$ cat src/rtl/dac_spi_driver_pkg.sv
// Shared types and constants for the MCP4901-class SPI DAC driver.
// Frame layout: [15:12] config bits, [11:4] sample, [3:0] don't-care zeros.
package dac_spi_driver_pkg;

    localparam int FRAME_WIDTH     = 16;
    localparam int DAC_WIDTH       = 8;
    localparam int DATA_LSB        = 4;
    localparam int DEFAULT_CLK_DIV = 2;

    localparam int A_B_BIT  = 15;
    localparam int BUF_BIT  = 14;
    localparam int GA_BIT   = 13;
    localparam int SHDN_BIT = 12;

    typedef enum logic [2:0] {
        IDLE,
        SETUP,
        SHIFT,
        CSHOLD,
        LDAC
    } dacState_t;

    // cfg is ordered {A/B, BUF, GA, SHDN}, matching the top nibble of the frame.
    function automatic logic [FRAME_WIDTH-1:0] buildFrame(
        input logic [3:0]           cfg,
        input logic [DAC_WIDTH-1:0] level
    );
        logic [FRAME_WIDTH-1:0] frame;
        frame                       = '0;
        frame[A_B_BIT]              = cfg[3];
        frame[BUF_BIT]              = cfg[2];
        frame[GA_BIT]               = cfg[1];
        frame[SHDN_BIT]             = cfg[0];
        frame[DATA_LSB +: DAC_WIDTH] = level;
        return frame;
    endfunction

endpackage

$ cat src/rtl/dac_spi_driver_if.sv
// Sample handshake plus DAC pin bundle between generator, driver and board pins.
interface dac_spi_driver_if;

    logic                                  enable;
    logic [dac_spi_driver_pkg::DAC_WIDTH-1:0] dacLevel;
    logic                                  busy;
    logic                                  frameDone;
    logic                                  csN;
    logic                                  sclk;
    logic                                  mosi;
    logic                                  ldacN;

    modport master (
        output enable, dacLevel,
        input  busy, frameDone, csN, sclk, mosi, ldacN
    );

    modport slave (
        input  enable, dacLevel,
        output busy, frameDone, csN, sclk, mosi, ldacN
    );

endinterface

$ cat src/rtl/dac_spi_driver_spi_tick_gen.sv
// Divide counter producing a one-cycle tick every DIV clocks; clear restarts the count.
module spi_tick_gen
    import dac_spi_driver_pkg::*;
#(
    parameter int DIV = DEFAULT_CLK_DIV
) (
    input  logic clk,
    input  logic rst,
    input  logic clear,
    output logic tick
);

    localparam int              W    = (DIV > 1) ? $clog2(DIV) : 1;
    localparam logic [W-1:0]    LAST = W'(DIV - 1);

    logic [W-1:0] divCnt;

    always_ff @(posedge clk) begin
        if (rst || clear || tick) begin
            divCnt <= '0;
        end else begin
            divCnt <= divCnt + 1'b1;
        end
    end

    assign tick = (divCnt == LAST);

endmodule

$ cat src/rtl/dac_spi_driver.sv
// Ships one 8-bit sample per frame to an SPI DAC (mode 0, MSB first), then pulses LDAC.
// All pins are registered so the board sees glitch-free chip select and strobe.
module dac_spi_driver
    import dac_spi_driver_pkg::*;
#(
    parameter int         CLK_DIV     = DEFAULT_CLK_DIV,
    parameter logic [3:0] CONFIG_BITS = 4'b0011
) (
    input logic             clk,
    input logic             rst,
    dac_spi_driver_if.slave bus
);

    dacState_t              state, stateNext;
    logic [FRAME_WIDTH-1:0] shiftReg, shiftRegNext;
    logic [4:0]             bitCnt, bitCntNext;
    logic                   sclkReg, sclkNext;
    logic                   csNReg, csNNext;
    logic                   ldacNReg, ldacNNext;
    logic                   mosiReg, mosiNext;
    logic                   busyReg, busyNext;
    logic                   frameDoneReg, frameDoneNext;
    logic                   tick;
    logic                   stateChange;

    assign stateChange = (stateNext != state);

    spi_tick_gen #(
        .DIV (CLK_DIV)
    ) tickGen (
        .clk   (clk),
        .rst   (rst),
        .clear (stateChange),
        .tick  (tick)
    );

    always_comb begin
        stateNext     = state;
        shiftRegNext  = shiftReg;
        bitCntNext    = bitCnt;
        sclkNext      = sclkReg;
        frameDoneNext = 1'b0;

        case (state)
            IDLE: begin
                sclkNext   = 1'b0;
                bitCntNext = '0;
                if (bus.enable) begin
                    shiftRegNext = buildFrame(CONFIG_BITS, bus.dacLevel);
                    stateNext    = SETUP;
                end
            end
            SETUP: begin
                sclkNext = 1'b0;
                if (tick) begin
                    sclkNext  = 1'b1;
                    stateNext = SHIFT;
                end
            end
            // Shift happens on the falling toggle so mosi is settled a full half-period before each rise.
            SHIFT: begin
                if (tick) begin
                    if (sclkReg) begin
                        sclkNext     = 1'b0;
                        shiftRegNext = {shiftReg[FRAME_WIDTH-2:0], 1'b0};
                        bitCntNext   = bitCnt + 5'd1;
                    end else if (bitCnt == 5'(FRAME_WIDTH)) begin
                        stateNext = CSHOLD;
                    end else begin
                        sclkNext = 1'b1;
                    end
                end
            end
            CSHOLD: begin
                sclkNext = 1'b0;
                if (tick) begin
                    stateNext = LDAC;
                end
            end
            LDAC: begin
                sclkNext = 1'b0;
                if (tick) begin
                    stateNext     = IDLE;
                    frameDoneNext = 1'b1;
                end
            end
            default: begin
                sclkNext  = 1'b0;
                stateNext = IDLE;
            end
        endcase

        csNNext   = !(stateNext inside {SETUP, SHIFT, CSHOLD});
        ldacNNext = (stateNext != LDAC);
        busyNext  = (stateNext != IDLE);
        mosiNext  = (stateNext == IDLE) ? 1'b0 : shiftRegNext[FRAME_WIDTH-1];
    end

    always_ff @(posedge clk) begin
        if (rst) begin
            state        <= IDLE;
            shiftReg     <= '0;
            bitCnt       <= '0;
            sclkReg      <= 1'b0;
            csNReg       <= 1'b1;
            ldacNReg     <= 1'b1;
            mosiReg      <= 1'b0;
            busyReg      <= 1'b0;
            frameDoneReg <= 1'b0;
        end else begin
            state        <= stateNext;
            shiftReg     <= shiftRegNext;
            bitCnt       <= bitCntNext;
            sclkReg      <= sclkNext;
            csNReg       <= csNNext;
            ldacNReg     <= ldacNNext;
            mosiReg      <= mosiNext;
            busyReg      <= busyNext;
            frameDoneReg <= frameDoneNext;
        end
    end

    assign bus.sclk      = sclkReg;
    assign bus.csN       = csNReg;
    assign bus.ldacN     = ldacNReg;
    assign bus.mosi      = mosiReg;
    assign bus.busy      = busyReg;
    assign bus.frameDone = frameDoneReg;

endmodule

$ cat src/flat_wrapper.sv
// flat-port wrapper written by rule: the top's interface ports become plain ports
module dac_spi_driver_flat import dac_spi_driver_pkg::*;
#(
    parameter int         CLK_DIV     = DEFAULT_CLK_DIV,
    parameter logic [3:0] CONFIG_BITS = 4'b0011
)
  (clk, rst, bus_enable, bus_dacLevel, bus_busy, bus_frameDone, bus_csN, bus_sclk, bus_mosi, bus_ldacN);
  dac_spi_driver_if bus_i ();
  input logic clk;
  input logic rst;
  input wire logic [$bits(bus_i.enable)-1:0] bus_enable;
  input wire logic [$bits(bus_i.dacLevel)-1:0] bus_dacLevel;
  output wire logic [$bits(bus_i.busy)-1:0] bus_busy;
  output wire logic [$bits(bus_i.frameDone)-1:0] bus_frameDone;
  output wire logic [$bits(bus_i.csN)-1:0] bus_csN;
  output wire logic [$bits(bus_i.sclk)-1:0] bus_sclk;
  output wire logic [$bits(bus_i.mosi)-1:0] bus_mosi;
  output wire logic [$bits(bus_i.ldacN)-1:0] bus_ldacN;
  assign bus_i.enable = bus_enable;
  assign bus_i.dacLevel = bus_dacLevel;
  assign bus_busy = bus_i.busy;
  assign bus_frameDone = bus_i.frameDone;
  assign bus_csN = bus_i.csN;
  assign bus_sclk = bus_i.sclk;
  assign bus_mosi = bus_i.mosi;
  assign bus_ldacN = bus_i.ldacN;
  dac_spi_driver #(.CLK_DIV(CLK_DIV), .CONFIG_BITS(CONFIG_BITS)) u_core (.clk(clk), .rst(rst), .bus(bus_i));
endmodule
$ cat config.mk
export PLATFORM = sky130hd
export DESIGN_NAME = dac_spi_driver_flat
export DESIGN_NICKNAME = d
export VERILOG_FILES = /design/src/rtl/dac_spi_driver_pkg.sv /design/src/rtl/dac_spi_driver_if.sv /design/src/rtl/dac_spi_driver_spi_tick_gen.sv /design/src/rtl/dac_spi_driver.sv /design/src/flat_wrapper.sv
export SDC_FILE = /design/constraint.sdc
export NUM_CORES = 1
export LEC_CHECK = 0
export CAP_MARGIN = 20
export CORE_MARGIN = 2
export CORE_UTILIZATION = 48
export CTS_CLUSTER_DIAMETER = 30
export DETAILED_ROUTE_END_ITERATION = 16
export GPL_TIMING_DRIVEN = 0
export PLACE_DENSITY = 0.85
export SLEW_MARGIN = 20
export SYNTH_ARGS = -nofsm -noshare
export SYNTH_HDL_FRONTEND = slang
export SYNTH_SLANG_ARGS = --single-unit
$ cat constraint.sdc
create_clock -name clk -period 1.5 [get_ports clk]
set_input_delay 0.15 -clock clk [delete_from_list [all_inputs] [get_ports clk]]
set_output_delay 0.15 -clock clk [all_outputs]
set_load 0.01 [all_outputs]
==> run summary, run 1 <==
Status: finished clean
Clock Sinks: 30
Crit. End Element: flip-flop
ANT nets after route: 0
Via density: 6.45
Post-layout net count: 193
Initial antenna violation count: 0
Port bufs: 16
Worst R2R Start: u_core.state[2]
PwrDens: 953 nW/um^2
Post-route insts no fill: 212
Clk_lat worst skew: 350 ps
Met1 Track Usage GR: 27.9%
DR iter-0 viols: 67
Longest Clk Path Bufs: 2
Number of CTS-inserted buffers: 5
Synth Area in Adders: 1.81%
Initial Util: 50.2%
Hold_buf cts: 0
Diode count: 0
Die height: 57.7 um
# rows: 19
Post-synthesis sequential area ratio: 43.4%
CP startpoint kind: flip-flop
CP arrival: 1760 ps
First-pass GRT wire length: 5.72 mm
GR Layer Usage met2: 34.4%
Measured slew at the worst slew-check pin: 512 ps
Fin. max-slew vios: 0
Crit share post-route: 98.1%
Crit-path max cell delay: 520 ps
Leading cell type in the layout, fill and taps excluded: dfxtp_1
Synth Area in Simple Gates: 25.4%
Max Cap Viol: 0
# H-tree levels: 2
Post-synthesis register bit count: 30
Maximum clock rate: 679 MHz
Ys flop type: dfxtp_1
# IOs: 17
Met3 Track Usage GR: 8.71%
Required @ worst endpoint: 1790 ps
Yosys warnings: 0
Mapped cell area: 1390 sq um
Post-synthesis mux area share: 1.54%
Number of global-route vias before repair: 1255
Slowest CP cell: or4_1
Reg2reg setup slack: 30 ps
Post-synthesis compound-gate area fraction: 22.0%
Clock Root Buffer: clkbuf_4
Yosys top cell by area: dfxtp_1
Dpl cells: 203
Synth Area in XOR/XNOR: 0%
Net Count, Synth: 169
Mapped Cells: 156
Core Footprint: 2760 sq um
Count of final setup violators: 0
Ys async rst share: 0%
Crit path from: u_core.state[2]
DRC errors left: 0
Final WL: 3.53 mm
Main combinational cell family by area after synthesis: simple AND/OR/NAND/NOR gates
Distinct cell type count after synthesis: 41
Overall power: 0.00163 W
Die W: 57.7 um
Number of flops mapped to enable cells by yosys: 0
Syn avg cell area: 8.88 sq um
Hold Crit Start: u_core.shiftReg[1]
Yosys top cell area share: 43.4%
RSZ-0062 raised after global routing: true
HPWL after DPL: 2.40 mm
Clock skew: 12.6 ps
CP bufs+invs: 1
Global route hottest layer: met2
Final TNS setup: 0 ps
Layout cells sized above 1: 17.7%
Setup CP Type: reg -> reg
Placer Congestion: 0.904
Placed inst area: 1580 sq um
Layout overhead on the synthesized area: 23.5%
Max IR drop VDD: 717 uV
Die area: 3330 sq um
Area contributors post-synth: dfxtp_1, nand3_1, a31oi_1
Worst slew margin: 65.8%
Routed wire per std cell: 16.6 um
Fillers: 231
Largest net degree at the start of global routing: 11
CTS tree: built
Commonest non-fill, non-tap cells in the layout: dfxtp_1, nand3_1, clkdlybuf4s50_1
Worst-path fanout max: 8
HP Class: reg -> reg
Global route total overflow: 0
Pleak: 0.583 nW
CP Cell Sequence: or2_1 > buf_4 > or4_1 > a21oi_2
TritonRoute pass-1 iters: 4
Global Route Usage Sum: 22.8%
Clock Pin Slew Worst Setup and Hold Paths: 100 ps
Design area: 1710 sq um
Delay-heaviest family, CP: simple AND/OR/NAND/NOR gates
Via count: 1367
Final Hold Vio Count: 0
Shortest period the worst path allows: 1470 ps
-- flip-flops by register name (all words and copies together) (netlist names) --
register,cells
u_core.bitCnt,5
u_core.bus.busy,1
u_core.bus.csN,1
u_core.bus.frameDone,1
u_core.bus.ldacN,1
u_core.bus.mosi,1
u_core.bus.sclk,1
u_core.shiftReg,15
u_core.state,3
u_core.tickGen.tick,1
-- worst paths after layout --
path                                            to  cells after the start
worst max-delay path              u_core.bitCnt[3]                      4
worst min-delay path            u_core.shiftReg[1]                      2
worst max register to register    u_core.bitCnt[3]                      4
worst min register to register  u_core.shiftReg[1]                      2
-- final cells by class --
type / instances / area, sq um / area share (%)
Clock buffer: 6 / 51.3 / 3.00
Timing Repair Buffer: 17 / 168 / 9.80
Clock inverter: 2 / 12.5 / 0.732
Buffer: 11 / 58.8 / 3.44
Sequential cell: 30 / 604 / 35.3
Multi-Input combinational cell: 107 / 747 / 43.7
Tap cell: 31 / 38.8 / 2.27
Inverter: 8 / 30.0 / 1.76
-- cell families after synthesis --
group	Yosys count
flip-flops	30
adder cells (fa/ha/maj)	2
buffers and inverters	19
multiplexers	2
AND/OR/NAND/NOR	60
AO/OA/AOI/OAI	43
-- tightest hold or removal path, cell delays in order (launching register included) --
cell and delay, ps:
dfxtp_1 310, nand2_1 70, nor2_1 40
-- metal layers --
| layer | wire, um | share of wire, % | vias to the layer above |
|---|---|---|---|
| met5 | 0 | 0 | - |
| met4 | 108 | 3.1 | 0 |
| met3 | 237 | 6.7 | 16 |
| met2 | 1660 | 47 | 60 |
| met1 | 1530 | 43 | 653 |
| li1 | - | - | 638 |
-- stage by stage --
stage | utilization (%) | setup WS (ps) | hold WS (ps)
final | 62.0 | 28.1 | 450
after global routing | 62.0 | -38.0 | 488
after CTS | 60.6 | 4.94 | 453
after detailed placement | 57.4 | -213 | 438
after global placement | 57.4 | -201 | 427
after floorplan | - | 85.1 | 279
-- cell usage after synthesis, types with 2 or more instances --
library cell,count
a211oi_1,2
a21boi_0,2
a21oi_1,7
a22oi_1,8
a31oi_1,10
buf_2,5
clkbuf_1,5
dfxtp_1,30
ha_1,2
inv_1,7
nand2_1,9
nand2b_1,4
nand3_1,23
nand3b_1,4
nor2_1,5
o221a_2,2
o31ai_1,2
o32ai_1,3
or3_1,3
or4_1,2
-- what timing repair did --
action | in CTS | in global routing
endpoints found under the setup margin | 8 | 22
buffers inserted | 0 | 1
pin swaps | 0 | 2
gates resized for setup | 6 | 15
-- power by group --
| part | internal, W | switching, W |
|---|---|---|
| combinational | 0.000112 | 0.000131 |
| sequential | 0.000831 | 0.0000293 |
| clock | 0.000225 | 0.000302 |
| total | 0.00117 | 0.000462 |
Power figures use the tool's default switching activity.
==> run 2, diff against run 1 <==
--- a/config.mk
+++ b/config.mk
@@ -5,7 +5,6 @@
 export SDC_FILE = /design/constraint.sdc
 export NUM_CORES = 1
 export LEC_CHECK = 0
-export CAP_MARGIN = 20
 export CORE_MARGIN = 2
 export CORE_UTILIZATION = 48
 export CTS_CLUSTER_DIAMETER = 30
==> results of run 2 <==
No change in the layout: final DEF, timing and power equal those of run 1.
